--- config.mk ---
export PLATFORM = sky130hd
export DESIGN_NAME = spi_slave_frontend_flat
export DESIGN_NICKNAME = d
export VERILOG_FILES = /design/src/rtl/spi_slave_frontend_if.sv /design/src/rtl/spi_slave_frontend.sv /design/src/flat_wrapper.sv
export SDC_FILE = /design/constraint.sdc
export NUM_CORES = 1
export LEC_CHECK = 0
export BUFFER_PORTS_ARGS = -buffer_cell sky130_fd_sc_hd__buf_2
export CAP_MARGIN = 20
export CORE_MARGIN = 3
export CORE_UTILIZATION = 56
export DETAILED_ROUTE_END_ITERATION = 8
export PLACE_DENSITY_LB_ADDON = 0.08
export SYNTH_ARGS = -nofsm -noshare
export SYNTH_HDL_FRONTEND = slang
export SYNTH_SLANG_ARGS = --single-unit
--- constraint.sdc ---
create_clock -name clk -period 3.6 [get_ports clk]
set_input_delay 0.72 -clock clk [delete_from_list [all_inputs] [get_ports clk]]
set_output_delay 0.72 -clock clk [all_outputs]
set_load 0.1 [all_outputs]
--- src/rtl/spi_slave_frontend_if.sv ---
// Pin-side SPI signals plus the register-map bus driven by the SPI slave front end.
interface spi_slave_frontend_if #(
  parameter int unsigned ADDR_WIDTH = 7,
  parameter int unsigned DATA_WIDTH = 8
);
  logic                  sck;
  logic                  cs_n;
  logic                  sdi;
  logic                  sdo;
  logic                  sdo_oe;
  logic [ADDR_WIDTH-1:0] reg_addr;
  logic [DATA_WIDTH-1:0] reg_wdata;
  logic                  reg_we;
  logic                  reg_re;
  logic [DATA_WIDTH-1:0] reg_rdata;
  logic                  frame_abort;

  modport slave (
    input  sck, cs_n, sdi, reg_rdata,
    output sdo, sdo_oe, reg_addr, reg_wdata, reg_we, reg_re, frame_abort
  );

  modport master (
    output sck, cs_n, sdi, reg_rdata,
    input  sdo, sdo_oe, reg_addr, reg_wdata, reg_we, reg_re, frame_abort
  );
endinterface

--- src/rtl/spi_slave_frontend.sv ---
// SPI mode-0 slave: synchronises pins into clk, decodes {rw, addr, data} frames
// into one-cycle register strobes and shifts read data out on SDO.
module spi_slave_frontend #(
  parameter int unsigned ADDR_WIDTH  = 7,
  parameter int unsigned DATA_WIDTH  = 8,
  parameter int unsigned SYNC_STAGES = 2
) (
  input logic                 clk,
  input logic                 rst,
  spi_slave_frontend_if.slave bus
);
  localparam int unsigned FRAME_W = 1 + ADDR_WIDTH + DATA_WIDTH;
  localparam int unsigned CNT_W   = $clog2(FRAME_W + 1);
  localparam int unsigned RD_BITS = 1 + ADDR_WIDTH;

  typedef enum logic [1:0] {IDLE, SHIFT, DONE} state_e;

  state_e state_q, state_d;

  logic [SYNC_STAGES-1:0] sck_sync_q, cs_sync_q, sdi_sync_q, vld_q;
  logic                   sck_hist_q, cs_hist_q, armed_q;
  logic                   sck_s, cs_s, sdi_s;
  logic                   sck_rise, sck_fall, cs_fall;

  logic [FRAME_W-2:0]    rx_q, rx_d;
  logic [FRAME_W-1:0]    rx_shift;
  logic [CNT_W-1:0]      bitcnt_q, bitcnt_d, cnt_inc;
  logic [DATA_WIDTH-1:0] tx_q, tx_d;
  logic                  rd_q, rd_d, load_q, load_d;
  logic                  sdo_q, sdo_d, sdo_oe_q, sdo_oe_d;
  logic [ADDR_WIDTH-1:0] addr_q, addr_d;
  logic [DATA_WIDTH-1:0] wdata_q, wdata_d;
  logic                  we_q, we_d, re_q, re_d, abort_q, abort_d;

  // Pin synchronisers; vld_q marks when the last stage holds a real post-reset sample
  always_ff @(posedge clk) begin
    if (rst) begin
      sck_sync_q <= '0;
      sdi_sync_q <= '0;
      cs_sync_q  <= '1;
      vld_q      <= '0;
      sck_hist_q <= 1'b0;
      cs_hist_q  <= 1'b1;
      armed_q    <= 1'b0;
    end else begin
      sck_sync_q <= {sck_sync_q[SYNC_STAGES-2:0], bus.sck};
      sdi_sync_q <= {sdi_sync_q[SYNC_STAGES-2:0], bus.sdi};
      cs_sync_q  <= {cs_sync_q[SYNC_STAGES-2:0], bus.cs_n};
      vld_q      <= {vld_q[SYNC_STAGES-2:0], 1'b1};
      sck_hist_q <= sck_s;
      cs_hist_q  <= cs_s;
      armed_q    <= armed_q | (vld_q[SYNC_STAGES-1] & cs_s);
    end
  end

  assign sck_s    = sck_sync_q[SYNC_STAGES-1];
  assign cs_s     = cs_sync_q[SYNC_STAGES-1];
  assign sdi_s    = sdi_sync_q[SYNC_STAGES-1];
  assign sck_rise = sck_s & ~sck_hist_q;
  assign sck_fall = ~sck_s & sck_hist_q;
  // A CS_N already low out of reset only counts once it has been seen high
  assign cs_fall  = armed_q & cs_hist_q & ~cs_s;

  always_ff @(posedge clk) begin
    if (rst) state_q <= IDLE;
    else     state_q <= state_d;
  end

  always_comb begin
    state_d = state_q;
    case (state_q)
      IDLE:  if (cs_fall) state_d = SHIFT;
      SHIFT: begin
        if (cs_s) state_d = IDLE;
        else if (sck_rise && (cnt_inc == CNT_W'(FRAME_W))) state_d = DONE;
      end
      DONE:  if (cs_s) state_d = IDLE;
      default: state_d = IDLE;
    endcase
  end

  assign rx_shift = {rx_q, sdi_s};
  assign cnt_inc  = bitcnt_q + CNT_W'(1);

  always_comb begin
    rx_d     = rx_q;
    bitcnt_d = bitcnt_q;
    tx_d     = tx_q;
    rd_d     = rd_q;
    load_d   = re_q;
    sdo_d    = sdo_q;
    sdo_oe_d = (state_d == SHIFT) || (state_d == DONE);
    addr_d   = addr_q;
    wdata_d  = wdata_q;
    we_d     = 1'b0;
    re_d     = 1'b0;
    abort_d  = 1'b0;
    case (state_q)
      IDLE: begin
        rd_d = 1'b0;
        if (cs_fall) begin
          rx_d     = '0;
          bitcnt_d = '0;
          tx_d     = '0;
        end
      end
      SHIFT: begin
        if (cs_s) begin
          abort_d = 1'b1;
        end else if (sck_rise) begin
          rx_d     = rx_shift[FRAME_W-2:0];
          bitcnt_d = cnt_inc;
          if ((cnt_inc == CNT_W'(RD_BITS)) && rx_shift[RD_BITS-1]) begin
            re_d   = 1'b1;
            rd_d   = 1'b1;
            addr_d = rx_shift[ADDR_WIDTH-1:0];
          end
          if ((cnt_inc == CNT_W'(FRAME_W)) && !rx_shift[FRAME_W-1]) begin
            we_d    = 1'b1;
            addr_d  = rx_shift[DATA_WIDTH +: ADDR_WIDTH];
            wdata_d = rx_shift[DATA_WIDTH-1:0];
          end
        end else if (sck_fall && rd_q) begin
          sdo_d = tx_q[DATA_WIDTH-1];
          tx_d  = {tx_q[DATA_WIDTH-2:0], 1'b0};
        end
      end
      default: ;
    endcase
    // Read data arrives one cycle after the read strobe
    if (load_q) tx_d = bus.reg_rdata;
    if (state_d == IDLE) sdo_d = 1'b0;
  end

  always_ff @(posedge clk) begin
    if (rst) begin
      rx_q     <= '0;
      bitcnt_q <= '0;
      tx_q     <= '0;
      rd_q     <= 1'b0;
      load_q   <= 1'b0;
      sdo_q    <= 1'b0;
      sdo_oe_q <= 1'b0;
      addr_q   <= '0;
      wdata_q  <= '0;
      we_q     <= 1'b0;
      re_q     <= 1'b0;
      abort_q  <= 1'b0;
    end else begin
      rx_q     <= rx_d;
      bitcnt_q <= bitcnt_d;
      tx_q     <= tx_d;
      rd_q     <= rd_d;
      load_q   <= load_d;
      sdo_q    <= sdo_d;
      sdo_oe_q <= sdo_oe_d;
      addr_q   <= addr_d;
      wdata_q  <= wdata_d;
      we_q     <= we_d;
      re_q     <= re_d;
      abort_q  <= abort_d;
    end
  end

  assign bus.sdo         = sdo_q;
  assign bus.sdo_oe      = sdo_oe_q;
  assign bus.reg_addr    = addr_q;
  assign bus.reg_wdata   = wdata_q;
  assign bus.reg_we      = we_q;
  assign bus.reg_re      = re_q;
  assign bus.frame_abort = abort_q;
endmodule

--- src/flat_wrapper.sv ---
// flat-port wrapper written by rule: the top's interface ports become plain ports
module spi_slave_frontend_flat 
#(
  parameter int unsigned ADDR_WIDTH  = 7,
  parameter int unsigned DATA_WIDTH  = 8,
  parameter int unsigned SYNC_STAGES = 2
)
  (clk, rst, bus_sck, bus_cs_n, bus_sdi, bus_reg_rdata, bus_sdo, bus_sdo_oe, bus_reg_addr, bus_reg_wdata, bus_reg_we, bus_reg_re, bus_frame_abort);
  spi_slave_frontend_if #(.ADDR_WIDTH(ADDR_WIDTH), .DATA_WIDTH(DATA_WIDTH)) bus_i ();
  input logic clk;
  input logic rst;
  input wire logic [$bits(bus_i.sck)-1:0] bus_sck;
  input wire logic [$bits(bus_i.cs_n)-1:0] bus_cs_n;
  input wire logic [$bits(bus_i.sdi)-1:0] bus_sdi;
  input wire logic [$bits(bus_i.reg_rdata)-1:0] bus_reg_rdata;
  output wire logic [$bits(bus_i.sdo)-1:0] bus_sdo;
  output wire logic [$bits(bus_i.sdo_oe)-1:0] bus_sdo_oe;
  output wire logic [$bits(bus_i.reg_addr)-1:0] bus_reg_addr;
  output wire logic [$bits(bus_i.reg_wdata)-1:0] bus_reg_wdata;
  output wire logic [$bits(bus_i.reg_we)-1:0] bus_reg_we;
  output wire logic [$bits(bus_i.reg_re)-1:0] bus_reg_re;
  output wire logic [$bits(bus_i.frame_abort)-1:0] bus_frame_abort;
  assign bus_i.sck = bus_sck;
  assign bus_i.cs_n = bus_cs_n;
  assign bus_i.sdi = bus_sdi;
  assign bus_i.reg_rdata = bus_reg_rdata;
  assign bus_sdo = bus_i.sdo;
  assign bus_sdo_oe = bus_i.sdo_oe;
  assign bus_reg_addr = bus_i.reg_addr;
  assign bus_reg_wdata = bus_i.reg_wdata;
  assign bus_reg_we = bus_i.reg_we;
  assign bus_reg_re = bus_i.reg_re;
  assign bus_frame_abort = bus_i.frame_abort;
  spi_slave_frontend #(.ADDR_WIDTH(ADDR_WIDTH), .DATA_WIDTH(DATA_WIDTH), .SYNC_STAGES(SYNC_STAGES)) u_core (.clk(clk), .rst(rst), .bus(bus_i));
endmodule
==> Word-level counts from Yosys, hierarchy flattened <==
Cells that the tools add are included.
{ "word_totals": {"mem_bits_rw": 0, "mem_count": 0, "out_inout_bits": 20, "elab_cells": 96, "input_bits": 13, "mem_bits_ro": 0, "latchBits": 0, "register_bits": 63} }
{ "op_classes": {"shift": 0, "bitwise": 11, "n_lt_le_gt_ge": 0, "n_mux": 29, "mul": 0, "add_sub_neg": 1, "eq_ne": 14, "reduce_logical": 20, "div": 0} }
{ "ops": {"columns": ["operator", "n"], "rows": [
  ["$mux 15", 3],
  ["$mux 8", 5],
  ["$pmux 15 s2", 1],
  ["$reduce_and 4->1", 5],
  ["$pmux 8 s2", 1],
  ["$mux 5", 3],
  ["$mux 7", 2],
  ["$pmux 5 s2", 1],
  ["$mux 2", 4],
  ["$mux 1", 7],
  ["$ne 2x1->1 const B", 3],
  ["$ne 3x1->1 const B", 2],
  ["$ne 3x3->1 const B", 2],
  ["$pmux 2 s3", 1],
  ["$add 5x1->5 const B", 1],
  ["$and 1x1->1", 5],
  ["$eq 5x4->1 const B", 1],
  ["$eq 5x5->1 const B", 1],
  ["$not 1->1", 5],
  ["$reduce_and 5->1", 1],
  ["$eq 2x1->1 const B", 2],
  ["$eq 2x2->1 const B", 2],
  ["$logic_and 1x1->1", 4],
  ["$logic_not 2->1", 2],
  ["9 further kinds", 11]
]} }

==> Depth between registers and ports, before layout <==
Gate-level depths: netlist of run 1.
{ "logic_depth": {"depth_word": 8, "ltp_mapped": 8} }

==> Worst setup path after synthesis of run 1 <==
Ideal clock, no wire load.
{ "synth_path": {"path_kind": "register to register", "from": "register u_core.bitcnt_q[0]", "to": "register u_core.sdo_oe_q (netlist: u_core.bus.sdo_oe)", "n_path_buf": 1, "t_required_ns": 3.485, "path_stages_with_launch": 9, "slack_ns": 1.791, "period_less_slack_ns": 1.809, "setup_ns": 0.115, "arrival_ns": 1.695, "path_cell_list": "dfxtp_1 -> ha_1 -> buf_2 -> nor4b_2 -> a31oi_1 -> o31ai_1 -> nand2b_1 -> ha_1 -> nor2b_1"} }
{ "synth_between": {"elab_chain_len": 8, "elab_cells_between_ends": 9, "cone_classes": "add/sub (1); eq/ne (3); mux (3); reduce/logical (2)"} }
{ "synth_rtl": {"columns": ["item", "line", "source"], "rows": [
  ["from (decl)", "spi_slave_frontend.sv:27", "logic [CNT_W-1:0] bitcnt_q, bitcnt_d, cnt_inc;"],
  ["from (signal assigned)", "spi_slave_frontend.sv:151", "bitcnt_q <= bitcnt_d;"],
  ["$add 5x1->5 (*)", "spi_slave_frontend.sv:83", "assign cnt_inc = bitcnt_q + CNT_W'(1);"],
  ["$eq 5x5->1 (*)", "spi_slave_frontend.sv:75", "else if (sck_rise && (cnt_inc == CNT_W'(FRAME_W))) state_d = DONE;"],
  ["$logic_and 1x1->1 (*)", "spi_slave_frontend.sv:75", null],
  ["$mux 2 (*)", "spi_slave_frontend.sv:75", null],
  ["$mux 2 (*)", "spi_slave_frontend.sv:74", "if (cs_s) state_d = IDLE;"],
  ["$pmux 2 s3 (*)", "spi_slave_frontend.sv:71", "case (state_q)"],
  ["$eq 2x1->1 / $eq 2x2->1 (equally long branches)", "spi_slave_frontend.sv:92", "sdo_oe_d = (state_d == SHIFT) || (state_d == DONE);"],
  ["$logic_or 1x1->1 (*)", "spi_slave_frontend.sv:92", null],
  ["named net u_core.sdo_oe_d", "spi_slave_frontend.sv:30", "logic sdo_q, sdo_d, sdo_oe_q, sdo_oe_d;"],
  ["to (signal assigned)", "spi_slave_frontend.sv:156", "sdo_oe_q <= sdo_oe_d;"],
  ["to (decl)", "spi_slave_frontend.sv:30", null]
]} }
Mark *: on every way through the listed nets, which the timed path passes. The rest lies on a longest branch.
A chain may end at the register's enable or synchronous reset.

==> Worst setup path in the final report of run 1 <==
Ends and elaborated chain as after synthesis.

==> metrics.yaml, run 1 <==
grt:
  use_met1_pct: 29.0
  grt_pass1_vias: 1811
  use_met3_pct: 6.16
  grt_max_degree: 62
  met2_usage_pct: 29.7
  overflow: 0
  grt_pass1_wl_um: 8570
  busiest_layer: "met2"
  antenna_found_initial: 0
  grtUsageTotal_pct: 20.7
critical_path:
  critPathCaptureType: "flop"
  r2r_start: "u_core.bitcnt_q[0]$_SDFFE_PP0P_"
  startpoint: "u_core.bitcnt_q[0]$_SDFFE_PP0P_"
  path_class: "flop to flop"
  cp-start-kind: "flop"
  arrival_ns: 2.21
  required_ns: 3.83
  worst-path-max-fanout: 10
synthesis:
  netlist_area_mm2: 0.00255
  synth.distinct_cells: 47
  synth-edff-count: 0
  yosys.area.top_type: "dfxtp_1"
  yosysWarnings: 0
  async_flop_share_pct: 0
  yosysMostFrequentCell: "dfxtp_1"
  synthesis.instances: 278
  avgSynthCellArea_um2: 9.18
  synth_common_cells: "63 x dfxtp_1, 33 x a21oi_1, 26 x nand3_1"
  synth_area_leaders: "dfxtp_1 49%, a21oi_1 6.5%, nand3_1 5.1%"
  synth-seq-cells: 63
  ys.flop_type: "dfxtp_1"
  ys_seq_area_share_pct: 49.4
  syn_nets: 294
  synth_top_cell_area_share_pct: 49.4
routing:
  first_pass_iters: 4
  drc: 0
  vias: 2110
  ant_nets: 0
  wl_um: 5180
  drt-initial-drc-count: 207
  vias_per_cell: 5.93
  wl_per_cell_um: 14.6
sta:
  fmax_mhz: 504
  skew_ns: 0.00632
  worst_pin_slew_ns: 0.677
  maxSlewHeadroom_pct: 54.9
  setup_slack_ns: 1.62
  post-route-period-util_pct: 55.1
  setup_viol: 0
  drv_slew: 0
  period_needed_ns: 1.98
  hold_violations: 0
  setup_tns_ns: 0
  rsz0062_at_grt: "false"
clocking:
  cts_root_buffer: "clkbuf_8"
  cts_sinks: 63
  cts_tree: "yes"
  cts_buffers: 9
  cts_setup_buffers: 0
  cts_buffer_depth: 2
  cts_resized: 0
  clkTransAtPathRegs_ns: 0.06
  clkLatencyLatePin_ns: 0.34
  htreeDepth: 3
  cts-hold-fix-buffers: 0
place:
  hpwl_um: 3330
  placed_area_mm2: 0.00269
  place_inst: 342
  portBuffers: 32
  dp_slack_ns: 1.58
  gp_congestion: 0.728
power_and_ir_drop:
  p_leak_uw: 0.00111
  power.internal_uw: 1060
  power_density_mw_per_mm2: 461
  vdd_drop_max_mv: 0.281
  seq_power_share_pct: 52.9
  clkPwrFrac_pct: 44.5
  p_sw_uw: 273
  p_comb_share_pct: 2.6
  netSwitchingFraction_pct: 20.4
die:
  rows: 23
  start_util_pct: 60.8
  die_h_um: 73.5
  die-area_mm2: 0.00540
  coreArea_mm2: 0.00420
  pin_count: 33
  die_width_um: 73.5
layout:
  antennaDiodeCount: 0
  syn_to_final_growth_pct: 13.4
  fin_cells: 356
  drive_gt1_share_pct: 20.9
  fill_cells: 354
  design_area_mm2: 0.00290
  fin_nets: 320
run_status:
  status: "finished, final reports clean"
worst_hold_path:
  min_from: "u_core.cs_sync_q[0]$_SDFF_PP1_"
  hold_path_class: "flop to flop"
run:
  maxCapViolCount: 0
final timing paths:
| check | to | slack (ns) | depth (start not counted) |
|---|---|---|---|
| max | u_core.bus.sdo_oe$_SDFF_PP0_ | 1.62 | 7 |
| min | u_core.cs_sync_q[1]$_SDFF_PP1_ | 0.41 | 1 |
| max reg2reg | u_core.bus.sdo_oe$_SDFF_PP0_ | 1.62 | 7 |
| min reg2reg | u_core.cs_sync_q[1]$_SDFF_PP1_ | 0.41 | 1 |
logic make-up after synthesis:
family / synth area share [%]
multiplexers: 1.37
adder cells (fa/ha/maj): 1.47
AO/OA/AOI/OAI: 20.5
flip-flops: 49.4
buffers and inverters: 3.77
AND/OR/NAND/NOR: 23.5
placed cells by master (no fill, tap or decap), types with 3 or more instances in the layout:
cell	n
a222oi_1	7
nor2_1	23
nor3_1	5
buf_2	32
clkbuf_8	11
a21oi_1	33
dfxtp_1	63
and3_1	3
ha_1	3
or2_2	3
nor2b_1	11
nand3_1	26
nand3b_1	3
o21ai_0	10
o221a_1	7
nand2_1	25
nand2b_1	3
a21oi_2	3
per-layer routing:
| metal | up-vias | routed length, um |
|---|---|---|
| li1 | 1046 | - |
| met3 | 11 | 323 |
| met2 | 57 | 2270 |
| met4 | 0 | 89 |
| met5 | - | 0 |
| met1 | 996 | 2500 |
power by group through the flow:
stage          Clock, uW  Combinational [uW]  Sequential [uW]
2_1_floorplan          0                22.6              722
3_3_place_gp           0                31.8              722
3_5_place_dp           0                32.4              722
4_1_cts              601                32.5              706
5_1_grt              636                38.7              707
6_report             594                34.7              707
registers in the layout (all words and copies together) (netlist names):
| register | count |
|---|---|
| u_core.tx_q | 8 |
| u_core.sck_hist_q | 1 |
| u_core.rx_q | 15 |
| u_core.bus.reg_re | 1 |
| u_core.bus.reg_wdata | 8 |
| u_core.bitcnt_q | 5 |
| u_core.load_q | 1 |
| u_core.bus.sdo_oe | 1 |
| u_core.cs_sync_q | 2 |
| u_core.armed_q | 1 |
| u_core.bus.sdo | 1 |
| u_core.cs_hist_q | 1 |
| u_core.vld_q | 2 |
| u_core.sck_sync_q | 2 |
| u_core.sdi_sync_q | 2 |
| u_core.bus.frame_abort | 1 |
| u_core.bus.reg_we | 1 |
| u_core.bus.reg_addr | 7 |
| u_core.rd_q | 1 |
| u_core.state_q | 2 |
critical path, stage by stage, from the launching register on:
cell and delay [ns]:
dfxtp_1 0.36, ha_1 0.33, nor4b_2 0.28, a31oi_1 0.10
o31ai_1 0.31, nand2b_1 0.09, ha_1 0.27, nor2b_1 0.13
final cells by class:
class	count	area, um^2	area share [%]
clock inverters	1	30.0	1.04
multi-input cells	195	1190	41.3
flip-flops and latches	63	1260	43.6
clock buffers	12	155	5.36
inverters	1	3.75	0.130
repair buffers	34	188	6.48
well taps	50	62.6	2.16
through the flow:
stage | power (uW) | utilization [%] | hold slack (ns)
floorplan | 745 | - | 0.389
global placement | 754 | 64.0 | 0.392
finish | 1340 | 68.9 | 0.410
CTS | 1340 | 68.4 | 0.414
global route | 1380 | 68.9 | 0.429
detailed placement | 754 | 64.0 | 0.399
Power figures use the tool's default switching activity.
==> inputs of run 2 (changes only) <==
==> constraint.sdc (replaced) <==
create_clock -name clk -period 2.1 [get_ports clk]
set_input_delay 0.42 -clock clk [delete_from_list [all_inputs] [get_ports clk]]
set_output_delay 0.42 -clock clk [all_outputs]
set_load 0.1 [all_outputs]
==> run 2 against run 1 <==
Critical path depth decreased by 1. Critical endpoint unchanged. Core utilization is 1.5 points higher. Cell area increased by 2.1%. Clock skew is 0.0014 ns higher. Clock-buffer cell count rose by 1. Maximum frequency about the same. Combinational power up 78%.
==> metrics.yaml, run 2 (synthesis results as in run 1) <==
die:
  die-area_mm2: 0.00540  # unchanged
  die_h_um: 73.5  # unchanged
  start_util_pct: 60.8  # unchanged
  coreArea_mm2: 0.00420  # unchanged
  rows: 23  # unchanged
  pin_count: 33  # unchanged
  die_width_um: 73.5  # unchanged
worst_hold_path:
  hold_path_class: "input port to flop"
  min_path_cells: 2  # +1
sta:
  setup_viol: 0  # unchanged
  period_needed_ns: 1.98  # -0.000881 ns
  drv_slew: 0  # unchanged
  fmax_mhz: 505  # about the same
  rsz0062_at_grt: "false"
  maxSlewHeadroom_pct: 66.7  # +12 points
  post-route-period-util_pct: 94.4  # +39 points
  setup_slack_ns: 0.119  # -1.50 ns
  worst_pin_slew_ns: 0.499  # -0.178 ns
  skew_ns: 0.00773  # +0.00141 ns
  hold_violations: 0  # unchanged
  setup_tns_ns: 0  # unchanged
grt:
  grt_pass1_vias: 1873  # +3.4%
  use_met3_pct: 5.20  # -0.96 points
  met2_usage_pct: 30.7  # +0.98 points
  antenna_found_initial: 0  # unchanged
  grt_max_degree: 36  # -42%
  busiest_layer: "met2"
  grtUsageTotal_pct: 21.2  # +0.47 points
  grt_pass1_wl_um: 8840  # +3.1%
  overflow: 0  # unchanged
  use_met1_pct: 30.3  # +1.3 points
routing:
  wl_um: 5380  # +3.8%
  vias_per_cell: 5.88  # -0.81%
  wl_per_cell_um: 14.8  # +1.5%
  drt-initial-drc-count: 230  # +11%
  first_pass_iters: 5  # +1
  vias: 2140  # +1.4%
  drc: 0  # unchanged
  ant_nets: 0  # unchanged
layout:
  largest_reg_flops: 15  # unchanged
  fin_nets: 325  # +1.6%
  layout_common_cells: "62 x dfxtp_1, 33 x a21oi_1, 32 x buf_2"
  antennaDiodeCount: 0  # unchanged
  drive_gt1_share_pct: 23.2  # +2.3 points
  fin_cells: 364  # +2.2%
  syn_to_final_growth_pct: 15.8
  final_common_cell: "dfxtp_1"
  top_register: "u_core.rx_q"
  design_area_mm2: 0.00296  # +2.1%
critical_path:
  required_ns: 2.30  # -1.53 ns
  cp-start-kind: "flop"
  critPathCaptureType: "flop"
  path_class: "flop to flop"
  r2r_end: "u_core.bus.sdo_oe$_SDFF_PP0_"
  startpoint: "u_core.bitcnt_q[0]$_SDFFE_PP0P_"
  critPathCapture: "u_core.bus.sdo_oe$_SDFF_PP0_"
  arrival_ns: 2.18  # -0.03 ns
  worst-path-max-fanout: 6  # -4
  ff2ff_path_depth: 6  # -1
  r2r_start: "u_core.bitcnt_q[0]$_SDFFE_PP0P_"
  r2r_setup_slack_ns: 0.12  # -1.50 ns
clocking:
  cts_tree: "yes"
  cts-hold-fix-buffers: 0  # unchanged
  clkTransAtPathRegs_ns: 0.07  # about the same
  cts_buffers: 9  # unchanged
  cts_root_buffer: "clkbuf_8"
  clkLatencyLatePin_ns: 0.33  # about the same
  cts_buffer_depth: 2  # unchanged
  htreeDepth: 3  # unchanged
  cts_sinks: 63  # unchanged
run_status:
  status: "finished, final reports clean"
run:
  maxCapViolCount: 0  # unchanged
place:
  place_inst: 348  # +1.8%
  portBuffers: 32  # unchanged
  placed_area_mm2: 0.00275  # +2.1%
  hpwl_um: 3590  # +7.7%
  gp_congestion: 0.753  # +3.4%
  dp_slack_ns: 0.0548  # -1.53 ns
power_and_ir_drop:
  p_leak_uw: 0.00113  # +2.2%
  power_density_mw_per_mm2: 775  # +68%
  vdd_drop_max_mv: 0.636  # +130%
run 2: per-layer routing:
layer | vias to the layer above | routed length (um)
met5 | - | 0
met1 | 1003 | 2540
met2 | 73 | 2470
li1 | 1062 | -
met4 | 0 | 15
met3 | 2 | 349
run 2: layout make-up:
class | instances | area (um^2)
sequential | 63 | 1260
fill | 341 | 1240
multi-input combinational | 195 | 1210
timing repair buffer | 39 | 225
clock buffer | 13 | 149
tap | 50 | 62.6
clock inverter | 3 | 42.5
inverter | 1 | 3.75
run 2: power by group:
group          internal, uW  leakage [uW]  total [uW]  switching [uW]
clock                   580     0.0000936        1020             437
sequential             1200      0.000510        1210            6.22
combinational          24.5      0.000531        61.6            37.1
total                  1810       0.00113        2290             480
run 2: worst min-delay path by stage:
stage                                               from                             end  slack (ns)
after detailed placement  u_core.cs_sync_q[0]$_SDFF_PP1_  u_core.cs_sync_q[1]$_SDFF_PP1_        0.40
after floorplan           u_core.cs_sync_q[0]$_SDFF_PP1_  u_core.cs_sync_q[1]$_SDFF_PP1_        0.39
after global placement    u_core.cs_sync_q[0]$_SDFF_PP1_  u_core.cs_sync_q[1]$_SDFF_PP1_        0.39
final                                           bus_cs_n  u_core.cs_sync_q[0]$_SDFF_PP1_        0.28
after global routing                            bus_cs_n  u_core.cs_sync_q[0]$_SDFF_PP1_        0.26
after CTS                                       bus_cs_n  u_core.cs_sync_q[0]$_SDFF_PP1_        0.27
run 2: repair_timing:
item	4_1_cts	5_1_grt
endpoints found under the setup margin	0	2
gates resized for setup	0	4
buffers inserted	0	0
run 2: stage by stage:
stage / hold WS (ns) / util, % / total power [uW]
6_report: 0.279 / 70.4 / 2290
5_1_grt: 0.260 / 70.4 / 2370
4_1_cts: 0.266 / 70.0 / 2310
3_5_place_dp: 0.402 / 65.4 / 1300
3_3_place_gp: 0.391 / 65.4 / 1300
2_1_floorplan: 0.389 / - / 1280
run 2: worst max-delay path, stage by stage, from the launching register on:
cell and delay (ns):
dfxtp_1 0.42, nand2_1 0.13, mux2_4 0.35, a31oi_1 0.34, o21ai_1 0.17, ha_1 0.31, nor2b_1 0.13
